<file path="src/rtl/sram_march_bist_ctrl.sv">
`default_nettype none
// ============================================================================
// Module   : sram_march_bist_ctrl
// Purpose  : March C- built-in self-test controller for a single-port SRAM
//            macro with a BIST port. On START it runs one full March C-
//            pass and then reports DONE and a sticky FAIL flag.
//              M0 up   : w0        M3 down : r0, w1
//              M1 up   : r0, w1    M4 down : r1, w0
//              M2 up   : r1, w0    M5 down : r0
//            "0" data is P_PATTERN and "1" data is ~P_PATTERN.
// Ports    : BIST_CLK, BIST_RESET_N   clock, async active-low reset
//            START                    single-cycle start request
//            BUSY / DONE / FAIL       test status to the SoC controller
//            A_BIST_EN/MEN/WEN/REN    macro BIST port controls (registered)
//            A_BIST_ADDR/DIN/BM       macro address, write data, bit mask
//            A_DOUT                   macro read data, valid one cycle
//                                     after a read is issued
//            FAIL_ADDR/DOUT/ELEM      first-mismatch log (optional)
// Options  : define BIST_FAILLOG_EN to add the first-mismatch log outputs.
// Revision : 1.0 - initial release
// ============================================================================
module sram_march_bist_ctrl #(
  parameter int                      P_DATA_WIDTH = 32,
  parameter int                      P_ADDR_WIDTH = 9,
  parameter logic [P_DATA_WIDTH-1:0] P_PATTERN    = '0
) (
  input  logic                    BIST_CLK,
  input  logic                    BIST_RESET_N,
  input  logic                    START,
  output logic                    BUSY,
  output logic                    DONE,
  output logic                    FAIL,
  output logic                    A_BIST_EN,
  output logic                    A_BIST_MEN,
  output logic                    A_BIST_WEN,
  output logic                    A_BIST_REN,
  output logic [P_ADDR_WIDTH-1:0] A_BIST_ADDR,
  output logic [P_DATA_WIDTH-1:0] A_BIST_DIN,
  output logic [P_DATA_WIDTH-1:0] A_BIST_BM,
`ifdef BIST_FAILLOG_EN
  output logic [P_ADDR_WIDTH-1:0] FAIL_ADDR,
  output logic [P_DATA_WIDTH-1:0] FAIL_DOUT,
  output logic [2:0]              FAIL_ELEM,
`endif
  input  logic [P_DATA_WIDTH-1:0] A_DOUT
);

  localparam logic [2:0] S_IDLE  = 3'd0;
  localparam logic [2:0] S_SETUP = 3'd1;
  localparam logic [2:0] S_RUN   = 3'd2;
  localparam logic [2:0] S_DRAIN = 3'd3;
  localparam logic [2:0] S_DONE  = 3'd4;

  localparam logic [2:0]              c_LAST_ELEM = 3'd5;
  localparam logic [P_ADDR_WIDTH-1:0] c_ADDR_MAX  = {P_ADDR_WIDTH{1'b1}};
  localparam logic [P_ADDR_WIDTH-1:0] c_ADDR_ONE  = {{(P_ADDR_WIDTH-1){1'b0}}, 1'b1};

  // Element helpers: M0 and M5 have a single op, M1..M4 have two.
  function automatic logic elem_two_op(input logic [2:0] e);
    return (e != 3'd0) && (e != 3'd5);
  endfunction

  function automatic logic elem_down(input logic [2:0] e);
    return (e >= 3'd3);
  endfunction

  // The first op of every two-op element is a read, as is the sole op of M5.
  function automatic logic op_is_read(input logic [2:0] e, input logic ph);
    return elem_two_op(e) ? ~ph : (e == 3'd5);
  endfunction

  // 1 when the op uses the inverted background.
  function automatic logic op_data_one(input logic [2:0] e, input logic ph);
    logic v;
    case (e)
      3'd1, 3'd3: v = ph;    // r0 then w1
      3'd2, 3'd4: v = ~ph;   // r1 then w0
      default:    v = 1'b0;  // M0 w0, M5 r0
    endcase
    return v;
  endfunction

  logic [2:0]              state_q, state_d;
  logic [2:0]              elem_q, elem_d;
  logic                    phase_q, phase_d;
  logic [P_ADDR_WIDTH-1:0] addr_q, addr_d;
  logic                    drain_q, drain_d;
  logic                    armed_q;
  logic                    busy_q, busy_d;
  logic                    done_q, done_d;
  logic                    fail_q, fail_d;
  logic                    en_q, en_d;
  logic                    men_q, men_d;
  logic                    wen_q, wen_d;
  logic                    ren_q, ren_d;
  logic [P_DATA_WIDTH-1:0] din_q, din_d;
  logic [P_DATA_WIDTH-1:0] bm_q, bm_d;
  logic                    cmp_vld_q, cmp_vld_d;
  logic [P_DATA_WIDTH-1:0] cmp_exp_q, cmp_exp_d;
  logic [P_ADDR_WIDTH-1:0] last_addr;
  logic                    mismatch;
  logic                    rd_next;
`ifdef BIST_FAILLOG_EN
  logic [P_ADDR_WIDTH-1:0] cmp_addr_q, cmp_addr_d;
  logic [2:0]              cmp_elem_q, cmp_elem_d;
  logic [P_ADDR_WIDTH-1:0] flog_addr_q, flog_addr_d;
  logic [P_DATA_WIDTH-1:0] flog_dout_q, flog_dout_d;
  logic [2:0]              flog_elem_q, flog_elem_d;
`endif

  always_comb begin
    state_d   = state_q;
    elem_d    = elem_q;
    phase_d   = phase_q;
    addr_d    = addr_q;
    drain_d   = drain_q;
    busy_d    = busy_q;
    done_d    = done_q;
    fail_d    = fail_q;
    last_addr = elem_down(elem_q) ? '0 : c_ADDR_MAX;
    mismatch  = cmp_vld_q && (A_DOUT != cmp_exp_q);
`ifdef BIST_FAILLOG_EN
    flog_addr_d = flog_addr_q;
    flog_dout_d = flog_dout_q;
    flog_elem_d = flog_elem_q;
`endif

    case (state_q)
      S_IDLE: begin
        // armed_q blocks a START seen on the first edge after reset release.
        if (START && armed_q) begin
          state_d = S_SETUP;
          busy_d  = 1'b1;
          done_d  = 1'b0;
          fail_d  = 1'b0;
          addr_d  = '0;
`ifdef BIST_FAILLOG_EN
          flog_addr_d = '0;
          flog_dout_d = '0;
          flog_elem_d = '0;
`endif
        end
      end
      S_SETUP: begin
        state_d = S_RUN;
        elem_d  = 3'd0;
        phase_d = 1'b0;
        addr_d  = '0;
      end
      S_RUN: begin
        if (elem_two_op(elem_q) && !phase_q) begin
          phase_d = 1'b1;
        end else begin
          phase_d = 1'b0;
          if (addr_q == last_addr) begin
            // Element boundary: the address is reloaded, never wrapped.
            if (elem_q == c_LAST_ELEM) begin
              state_d = S_DRAIN;
              drain_d = 1'b0;
            end else begin
              elem_d = elem_q + 3'd1;
              addr_d = elem_down(elem_q + 3'd1) ? c_ADDR_MAX : '0;
            end
          end else begin
            addr_d = elem_down(elem_q) ? (addr_q - c_ADDR_ONE) : (addr_q + c_ADDR_ONE);
          end
        end
      end
      S_DRAIN: begin
        // Two cycles so the final read has been compared before DONE.
        if (drain_q) begin
          state_d = S_DONE;
          busy_d  = 1'b0;
          done_d  = 1'b1;
        end else begin
          drain_d = 1'b1;
        end
      end
      S_DONE:  state_d = S_IDLE;
      default: state_d = S_IDLE;
    endcase

    if (mismatch) begin
      fail_d = 1'b1;
`ifdef BIST_FAILLOG_EN
      if (!fail_q) begin
        flog_addr_d = cmp_addr_q;
        flog_dout_d = A_DOUT;
        flog_elem_d = cmp_elem_q;
      end
`endif
    end

    // Port outputs are computed from the next state so that, once
    // registered, they line up with state_q/elem_q/phase_q/addr_q.
    en_d    = (state_d == S_SETUP) || (state_d == S_RUN) || (state_d == S_DRAIN);
    men_d   = (state_d == S_RUN);
    rd_next = op_is_read(elem_d, phase_d);
    ren_d   = men_d && rd_next;
    wen_d   = men_d && !rd_next;
    din_d   = !wen_d ? '0 : (op_data_one(elem_d, phase_d) ? ~P_PATTERN : P_PATTERN);
    bm_d    = {P_DATA_WIDTH{en_d}};

    // Compare stage sits one cycle behind the issued read.
    cmp_vld_d = ren_q;
    cmp_exp_d = op_data_one(elem_q, phase_q) ? ~P_PATTERN : P_PATTERN;
`ifdef BIST_FAILLOG_EN
    cmp_addr_d = addr_q;
    cmp_elem_d = elem_q;
`endif
  end

  always_ff @(posedge BIST_CLK or negedge BIST_RESET_N) begin
    if (!BIST_RESET_N) begin
      state_q   <= S_IDLE;
      elem_q    <= '0;
      phase_q   <= 1'b0;
      addr_q    <= '0;
      drain_q   <= 1'b0;
      armed_q   <= 1'b0;
      busy_q    <= 1'b0;
      done_q    <= 1'b0;
      fail_q    <= 1'b0;
      en_q      <= 1'b0;
      men_q     <= 1'b0;
      wen_q     <= 1'b0;
      ren_q     <= 1'b0;
      din_q     <= '0;
      bm_q      <= '0;
      cmp_vld_q <= 1'b0;
      cmp_exp_q <= '0;
`ifdef BIST_FAILLOG_EN
      cmp_addr_q  <= '0;
      cmp_elem_q  <= '0;
      flog_addr_q <= '0;
      flog_dout_q <= '0;
      flog_elem_q <= '0;
`endif
    end else begin
      state_q   <= state_d;
      elem_q    <= elem_d;
      phase_q   <= phase_d;
      addr_q    <= addr_d;
      drain_q   <= drain_d;
      armed_q   <= 1'b1;
      busy_q    <= busy_d;
      done_q    <= done_d;
      fail_q    <= fail_d;
      en_q      <= en_d;
      men_q     <= men_d;
      wen_q     <= wen_d;
      ren_q     <= ren_d;
      din_q     <= din_d;
      bm_q      <= bm_d;
      cmp_vld_q <= cmp_vld_d;
      cmp_exp_q <= cmp_exp_d;
`ifdef BIST_FAILLOG_EN
      cmp_addr_q  <= cmp_addr_d;
      cmp_elem_q  <= cmp_elem_d;
      flog_addr_q <= flog_addr_d;
      flog_dout_q <= flog_dout_d;
      flog_elem_q <= flog_elem_d;
`endif
    end
  end

  assign BUSY        = busy_q;
  assign DONE        = done_q;
  assign FAIL        = fail_q;
  assign A_BIST_EN   = en_q;
  assign A_BIST_MEN  = men_q;
  assign A_BIST_WEN  = wen_q;
  assign A_BIST_REN  = ren_q;
  assign A_BIST_ADDR = addr_q;
  assign A_BIST_DIN  = din_q;
  assign A_BIST_BM   = bm_q;
`ifdef BIST_FAILLOG_EN
  assign FAIL_ADDR   = flog_addr_q;
  assign FAIL_DOUT   = flog_dout_q;
  assign FAIL_ELEM   = flog_elem_q;
`endif

endmodule
`default_nettype wire

</file>
<file path="config.mk">
export PLATFORM = sky130hd
export DESIGN_NAME = sram_march_bist_ctrl
export DESIGN_NICKNAME = d
export VERILOG_FILES = /design/src/rtl/sram_march_bist_ctrl.sv
export SDC_FILE = /design/constraint.sdc
export NUM_CORES = 1
export LEC_CHECK = 0
export BUFFER_PORTS_ARGS = -buffer_cell sky130_fd_sc_hd__buf_4
export CAP_MARGIN = 20
export CORE_ASPECT_RATIO = 0.7
export CORE_MARGIN = 8
export CORE_UTILIZATION = 44
export CTS_BUF_LIST = sky130_fd_sc_hd__clkbuf_4
export CTS_CLUSTER_DIAMETER = 40
export DETAILED_ROUTE_END_ITERATION = 10
export PLACE_DENSITY = 0.8
export SKIP_CTS_REPAIR_TIMING = 1
export SLEW_MARGIN = 20
export SYNTH_ARGS = -nofsm -noshare
export SYNTH_HDL_FRONTEND = slang
export SYNTH_SLANG_ARGS = --single-unit
</file>
<file path="constraint.sdc">
create_clock -name BIST_CLK -period 3 [get_ports BIST_CLK]
set_clock_uncertainty 0.15 [all_clocks]
set_input_delay 0.3 -clock BIST_CLK [delete_from_list [all_inputs] [get_ports BIST_CLK]]
set_output_delay 0.3 -clock BIST_CLK [all_outputs]
set_load 0.02 [all_outputs]
</file>
==> results_dict.tcl, run 1 <==
set metrics [dict create \
    synthesis.area_per_instance_sq_um 8.61 \
    yosys.area_share.adder 0.0701 \
    numCtsBuffers 3 \
    hold_class "primary input to async pin" \
    synth-main-ff-cell "dfrtp_1" \
    dpl_cell_area_sq_um 3070 \
    synth_area_leaders "dfrtp_1 (29%), buf_4 (20%), ha_1 (6.2%)" \
    ys_warn_count 0 \
    first_iter_violations 138 \
    synth-compound-area-share 0.172 \
    critPathLaunchType "register" \
    total_power_uw 693 \
    antenna_found_initial 0 \
    grt_pass1_wl_um 10600 \
    htree_levels 1 \
    clock_path_buffers 2 \
    area_growth_pct 31.1 \
    n_antenna_cell 0 \
    grt_overflow_total 0 \
    drc 0 \
    grt_use_met1 0.209 \
    row_count 22 \
    finalMaxSlewViolations 0 \
    yosysSeqAreaShare 0.289 \
    ant_nets 0 \
    synth_top_area_cell "dfrtp_1" \
    numPortBuffers 114 \
    synth_mux_area_frac 0.0350 \
    vias_per_cell 5.21 \
    finalCritPeriodShare 1.04 \
    clkLatencyLatePin_ps 350 \
    slew_headroom 0.423 \
    place_congestion 0.955 \
    stdcell_area_sq_um 3180 \
    grt_pass1_vias 2008 \
    drt-total-wl_um 6910 \
    vdd_drop_max_mv 0.184 \
    numClockSinks 28 \
    clk_pin_slew_ps 170 \
    rsz0062_at_grt "yes" \
    cp.arrival_ps 3210 \
    synth-edff-count 0 \
    met2_usage 0.247 \
    cap_violations 0 \
    dieArea_sq_um 8190 \
    max_freq_mhz 321 \
    synthDistinctLibCells 57 \
    syn_nets 330 \
    required_ps 3100 \
    seq_area_sq_um 701 \
    synth-simple-area-share 0.181 \
    die_w_um 105 \
    synthCells 282 \
    vias 2208 \
    layout_min_cycle_time_ps 3110 \
    top_usage_layer "met2" \
    drive_gt1_frac 0.474 \
    fin_ws_ps -111 \
    start_util 0.460 \
    dr.pass1.iters 4 \
    synth-async-reset-ratio 1.00 \
    cellPowerDensity_nw_per_um2 218 \
    grt_max_degree 34 \
    yosysTopAreaCellShare 0.289 \
    dp_hpwl_um 5460 \
    cts_tree "done" \
    cts_root_buf "clkbuf_4" \
    violations "setup timing" \
    gr-usage-all-layers 0.156 \
    die_y_um 78.2 \
    ys_ff_latch 28 \
    core_area_sq_um 5290 \
    synth_top_family_by_area "buffers and inverters" \
    tns_ps -181 \
    use_met3 0.0318 \
    critPathKind "register to register" \
    p_leak_uw 0.00150 \
    worst-path-max-fanout 8 \
    synthesis.area_sq_um 2430 \
    final-hold-violation-count 0 \
    io_pins 115 \
    nets 401 \
    worstMarginPinSlew_ps 865 \
    multi_input_area_sq_um 1250 \
    outcome "complete, but fails checks" \
    preCtsSetupSlack_ps -142 \
    synth-xor-area-share 0.0144 \
    cp-end-kind "register" \
    wl_per_cell_um 16.3 \
    setup_violations 3 \
    nFillCells 440 \
]
## cell usage in the layout (no fill, tap or decap), drive strengths merged, types with 6 or more instances in the layout
master | Yosys | layout
a21oi | 12 | 12
buf | 65 | 135
dfrtp | 28 | 28
ha | 12 | 12
inv | 14 | 14
mux2i | 6 | 6
nand2 | 23 | 23
nand4 | 6 | 6
nor2 | 16 | 16
nor3 | 18 | 18
o21ai | 12 | 12
## through the flow
| step | utilization | hold slack [ps] | cells |
|---|---|---|---|
| after floorplan | - | -146 | 282 |
| after global placement | 0.582 | 85.7 | 419 |
| after detailed placement | 0.582 | 95.4 | 419 |
| after CTS | 0.592 | -309 | 423 |
| after global routing | 0.603 | 257 | 424 |
| final | 0.603 | 220 | 424 |
## layout make-up
type	count	area share
timing repair buffer	136	0.324
sequential	28	0.220
clock buffer	3	0.00707
clock inverter	1	0.00943
inverter	15	0.0177
tap	72	0.0283
multi-input combinational	169	0.394
## path summary, 6_finish.rpt
path | cells past startpoint | slack (ps) | endpoint | start
worst min register to register | 0 | 240 | cmp_vld_q$_DFF_PN0_ | A_BIST_REN$_DFF_PN0_
worst max register to register | 10 | -110 | A_BIST_WEN$_DFF_PN0_ | elem_q[1]$_DFF_PN0_
worst max-delay path | 10 | -110 | A_BIST_WEN$_DFF_PN0_ | elem_q[1]$_DFF_PN0_
max in group asynchronous | 2 | 2200 | drain_q$_DFFE_PN0P_ | BIST_RESET_N
min in group BIST_CLK | 3 | 220 | BUSY$_DFFE_PN0P_ | START
worst min-delay path | 2 | 220 | A_BIST_ADDR[0]$_DFFE_PN0P_ | BIST_RESET_N
## Yosys cell counts, types with 2 or more instances
library cell / number
buf_4: 64
dfrtp_1: 28
nand2_1: 23
nor3_1: 18
nor2_1: 16
inv_1: 14
ha_1: 12
a21oi_1: 11
o21ai_0: 10
a31oi_1: 5
nand4_1: 5
nor4_1: 5
a21o_1: 4
clkbuf_1: 4
mux2i_1: 4
nand3_1: 4
o211ai_1: 4
xnor2_1: 4
a211oi_1: 2
a22o_1: 2
and2_2: 2
mux2i_4: 2
nor2b_1: 2
o21a_1: 2
o31ai_1: 2
or2_2: 2
## flip-flops by register name, summed over array words and instances, names as in the netlist
| signal | cells |
|---|---|
| A_BIST_ADDR | 9 |
| A_BIST_BM | 1 |
| A_BIST_DIN | 1 |
| A_BIST_MEN | 1 |
| A_BIST_REN | 1 |
| A_BIST_WEN | 1 |
| BUSY | 1 |
| DONE | 1 |
| FAIL | 1 |
| armed_q | 1 |
| cmp_exp_q | 1 |
| cmp_vld_q | 1 |
| drain_q | 1 |
| elem_q | 3 |
| phase_q | 1 |
| state_q | 3 |
## cell families after synthesis
logic type / Yosys count
simple gates: 85
compound gates: 60
other cells: 1
flops: 28
mux: 6
buf+inv: 85
fa+ha+maj: 13
xor+xnor: 4
## worst max-delay path, stage by stage, from the launching register on
cell and delay (ps):
dfrtp_1 420, ha_2 200, ha_4 160, a211o_4 350, ha_4 300, and4_4 230, nand4_4 100, or4_4 550
mux2i_4 240, a21oi_2 90, a22o_1 220
## routing by layer
layer  up-vias  share of wire  wire length [um]
met5         -              0                 0
met4         0          0.012                85
met3         7          0.077               529
met2        99           0.45              3140
met1      1030           0.46              3160
li1       1072              -                 -
## where the power goes
group	switching, uW	internal [uW]	leakage, uW
clock	124	135	0.0000279
sequential	0.311	378	0.000353
combinational	22.5	32.5	0.00112
total	147	546	0.00150
No activity file was read; power rests on OpenSTA's default activity.
==> run 2, diff against run 1 <==
--- a/config.mk
+++ b/config.mk
@@ -5,7 +5,8 @@
 export SDC_FILE = /design/constraint.sdc
 export NUM_CORES = 1
 export LEC_CHECK = 0
-export BUFFER_PORTS_ARGS = -buffer_cell sky130_fd_sc_hd__buf_4
+export ABC_AREA = 1
+export BUFFER_PORTS_ARGS = -buffer_cell sky130_fd_sc_hd__buf_2
 export CAP_MARGIN = 20
 export CORE_ASPECT_RATIO = 0.7
 export CORE_MARGIN = 8
==> results_dict.tcl, run 2 <==
set metrics [dict create \
    rsz0062_at_grt "yes" \
    first_iter_violations 188 \
    die_w_um 105 \
    internal_power_uw 534 \
    tns_ps -155 \
    synthesis.area_sq_um 2450 \
    largest_reg_flops 9 \
    preCtsSetupSlack_ps -40.3 \
    final-hold-violation-count 0 \
    final_cell_mix "buf_2 (114), nand2_1 (54), inv_1 (36)" \
    drive_gt1_frac 0.455 \
    wl_per_cell_um 14.5 \
    vdd_drop_max_mv 0.133 \
    grt_max_degree 34 \
    area_growth_pct 26.0 \
    finalCritPeriodShare 1.01 \
    vias 2364 \
    slew_headroom 0.565 \
    layout_min_cycle_time_ps 3030 \
    row_count 22 \
    drt-total-wl_um 6960 \
    ys_warn_count 0 \
    synth-simple-area-share 0.261 \
    cts_tree "done" \
    vias_per_cell 4.94 \
    clk_pin_slew_ps 170 \
    dieArea_sq_um 8240 \
    clkLatencyLatePin_ps 350 \
    htree_levels 1 \
    io_pins 115 \
    hold_class "primary input to register" \
    numCtsBuffers 3 \
    p_leak_uw 0.00170 \
    synth-edff-count 0 \
    synth-main-ff-cell "dfrtp_1" \
    yosys.area_share.adder 0.0695 \
    synthDistinctLibCells 37 \
    drc 0 \
    yosysSeqAreaShare 0.286 \
    switching_share 0.217 \
    synth_common_cells "nand2_1 (65), buf_4 (63), inv_1 (38)" \
    die_y_um 78.4 \
    synthesis.area_per_instance_sq_um 7.39 \
    dr.pass1.iters 4 \
    critPathLaunchType "register" \
    synth-compound-area-share 0.101 \
    core_area_sq_um 5310 \
    grt_pass1_vias 2112 \
    synth_area_leaders "dfrtp_1 (29%), buf_4 (19%), nand2_1 (10%)" \
    switching_power_uw 148 \
    dp_hpwl_um 5060 \
    cts_root_buf "clkbuf_4" \
    antenna_found_initial 0 \
    yosysTopAreaCellShare 0.286 \
    place_congestion 0.857 \
    r2r_slack_ps -30 \
    cp-end-kind "register" \
    synth_mux_area_frac 0 \
    max_freq_mhz 330 \
    grt_overflow_total 0 \
    setup_violations 7 \
    numClockSinks 28 \
    worst-path-max-fanout 8 \
    synth-async-reset-ratio 1.00 \
    p_clk_frac 0.382 \
    synth_top_family_by_area "buffers and inverters" \
    violations "setup timing" \
    cellPowerDensity_nw_per_um2 221 \
    outcome "complete, but fails checks" \
    critPathKind "register to register" \
    worstMarginPinSlew_ps 652 \
    start_util 0.461 \
    layout_commonest_cell "buf_2" \
    seq_power_share 0.555 \
    syn_nets 379 \
    grt_pass1_wl_um 10100 \
    ys_ff_latch 28 \
    fin_ws_ps -32.7 \
    ant_nets 0 \
    synth-xor-area-share 0.0179 \
    numPortBuffers 114 \
    nets 456 \
    required_ps 3140 \
    synth.most_common_cell "nand2_1" \
    clock_path_buffers 2 \
    gr-usage-all-layers 0.142 \
    synth_top_area_cell "dfrtp_1" \
    cap_violations 0 \
    synthCells 331 \
    cp.arrival_ps 3180 \
    combPwrFrac 0.063 \
    finalMaxSlewViolations 0 \
    n_antenna_cell 0 \
]
## run 2: layout make-up
class / instances / area (sq um)
repair buffers: 138 / 812
clock inverters: 1 / 30.0
flip-flops and latches: 28 / 701
clock buffers: 3 / 22.5
multi-input cells: 197 / 1270
fillers: 454 / 2230
inverters: 40 / 153
well taps: 72 / 90.1
## run 2: logic make-up (layout without fill, tap and decap cells)
family          Yosys count  in the layout
simple gates            140            140
buf+inv                 106            182
compound gates           38             38
flops                    28             28
fa+ha+maj                13             13
xor+xnor                  5              5
other cells               1              1
## run 2: stage by stage
stage	utilization	cells	instance area, sq um	hold slack (ps)	total power, uW
finish	0.580	479	3080	174	682
global route	0.580	479	3080	206	704
CTS	0.516	463	2740	-175	683
global placement	0.506	459	2690	202	426
detailed placement	0.506	459	2690	219	428
floorplan	-	331	2450	-146	392
## run 2: per-layer routing
metal / wire length (um) / GRT usage
met3: 563 / 0.0392
met4: 97 / 0.0355
met1: 2760 / 0.170
met5: 0 / 0
met2: 3540 / 0.247
## run 2: path summary, 6_finish.rpt
path,startpoint,cells past startpoint,end
min in group asynchronous,BIST_RESET_N,2,A_BIST_ADDR[4]$_DFFE_PN0P_
hold / removal,A_DOUT[2],5,FAIL$_DFFE_PN0P_
hold reg to reg,A_BIST_REN$_DFF_PN0_,0,cmp_vld_q$_DFF_PN0_
setup / recovery,elem_q[1]$_DFF_PN0_,18,A_BIST_ADDR[4]$_DFFE_PN0P_
setup reg to reg,elem_q[1]$_DFF_PN0_,18,A_BIST_ADDR[4]$_DFFE_PN0P_
max in group asynchronous,BIST_RESET_N,2,A_BIST_DIN[30]$_DFF_PN0_
## run 2: worst max-delay path: stages, from the launching register on
cell       delay (ps)
dfrtp_1           460
ha_2              200
ha_4              170
nor2_4            130
nand2_4           100
buf_6             130
ha_4              280
nand2_4            50
nor2_4            110
nand3_2           100
nor2_4            130
buf_6             120
inv_4              30
o21ai_2           120
inv_2              60
o211ai_4          290
clkbuf_16         230
nand2_2            40
o21ai_1            60
## run 2: power groups by stage
stage / logic (uW) / registers [uW] / clock network, uW
after floorplan: 6.97 / 385 / 0
after global placement: 40.5 / 385 / 0
after detailed placement: 42.5 / 385 / 0
after CTS: 42.7 / 379 / 262
after global routing: 48.1 / 379 / 278
final: 43.0 / 379 / 260
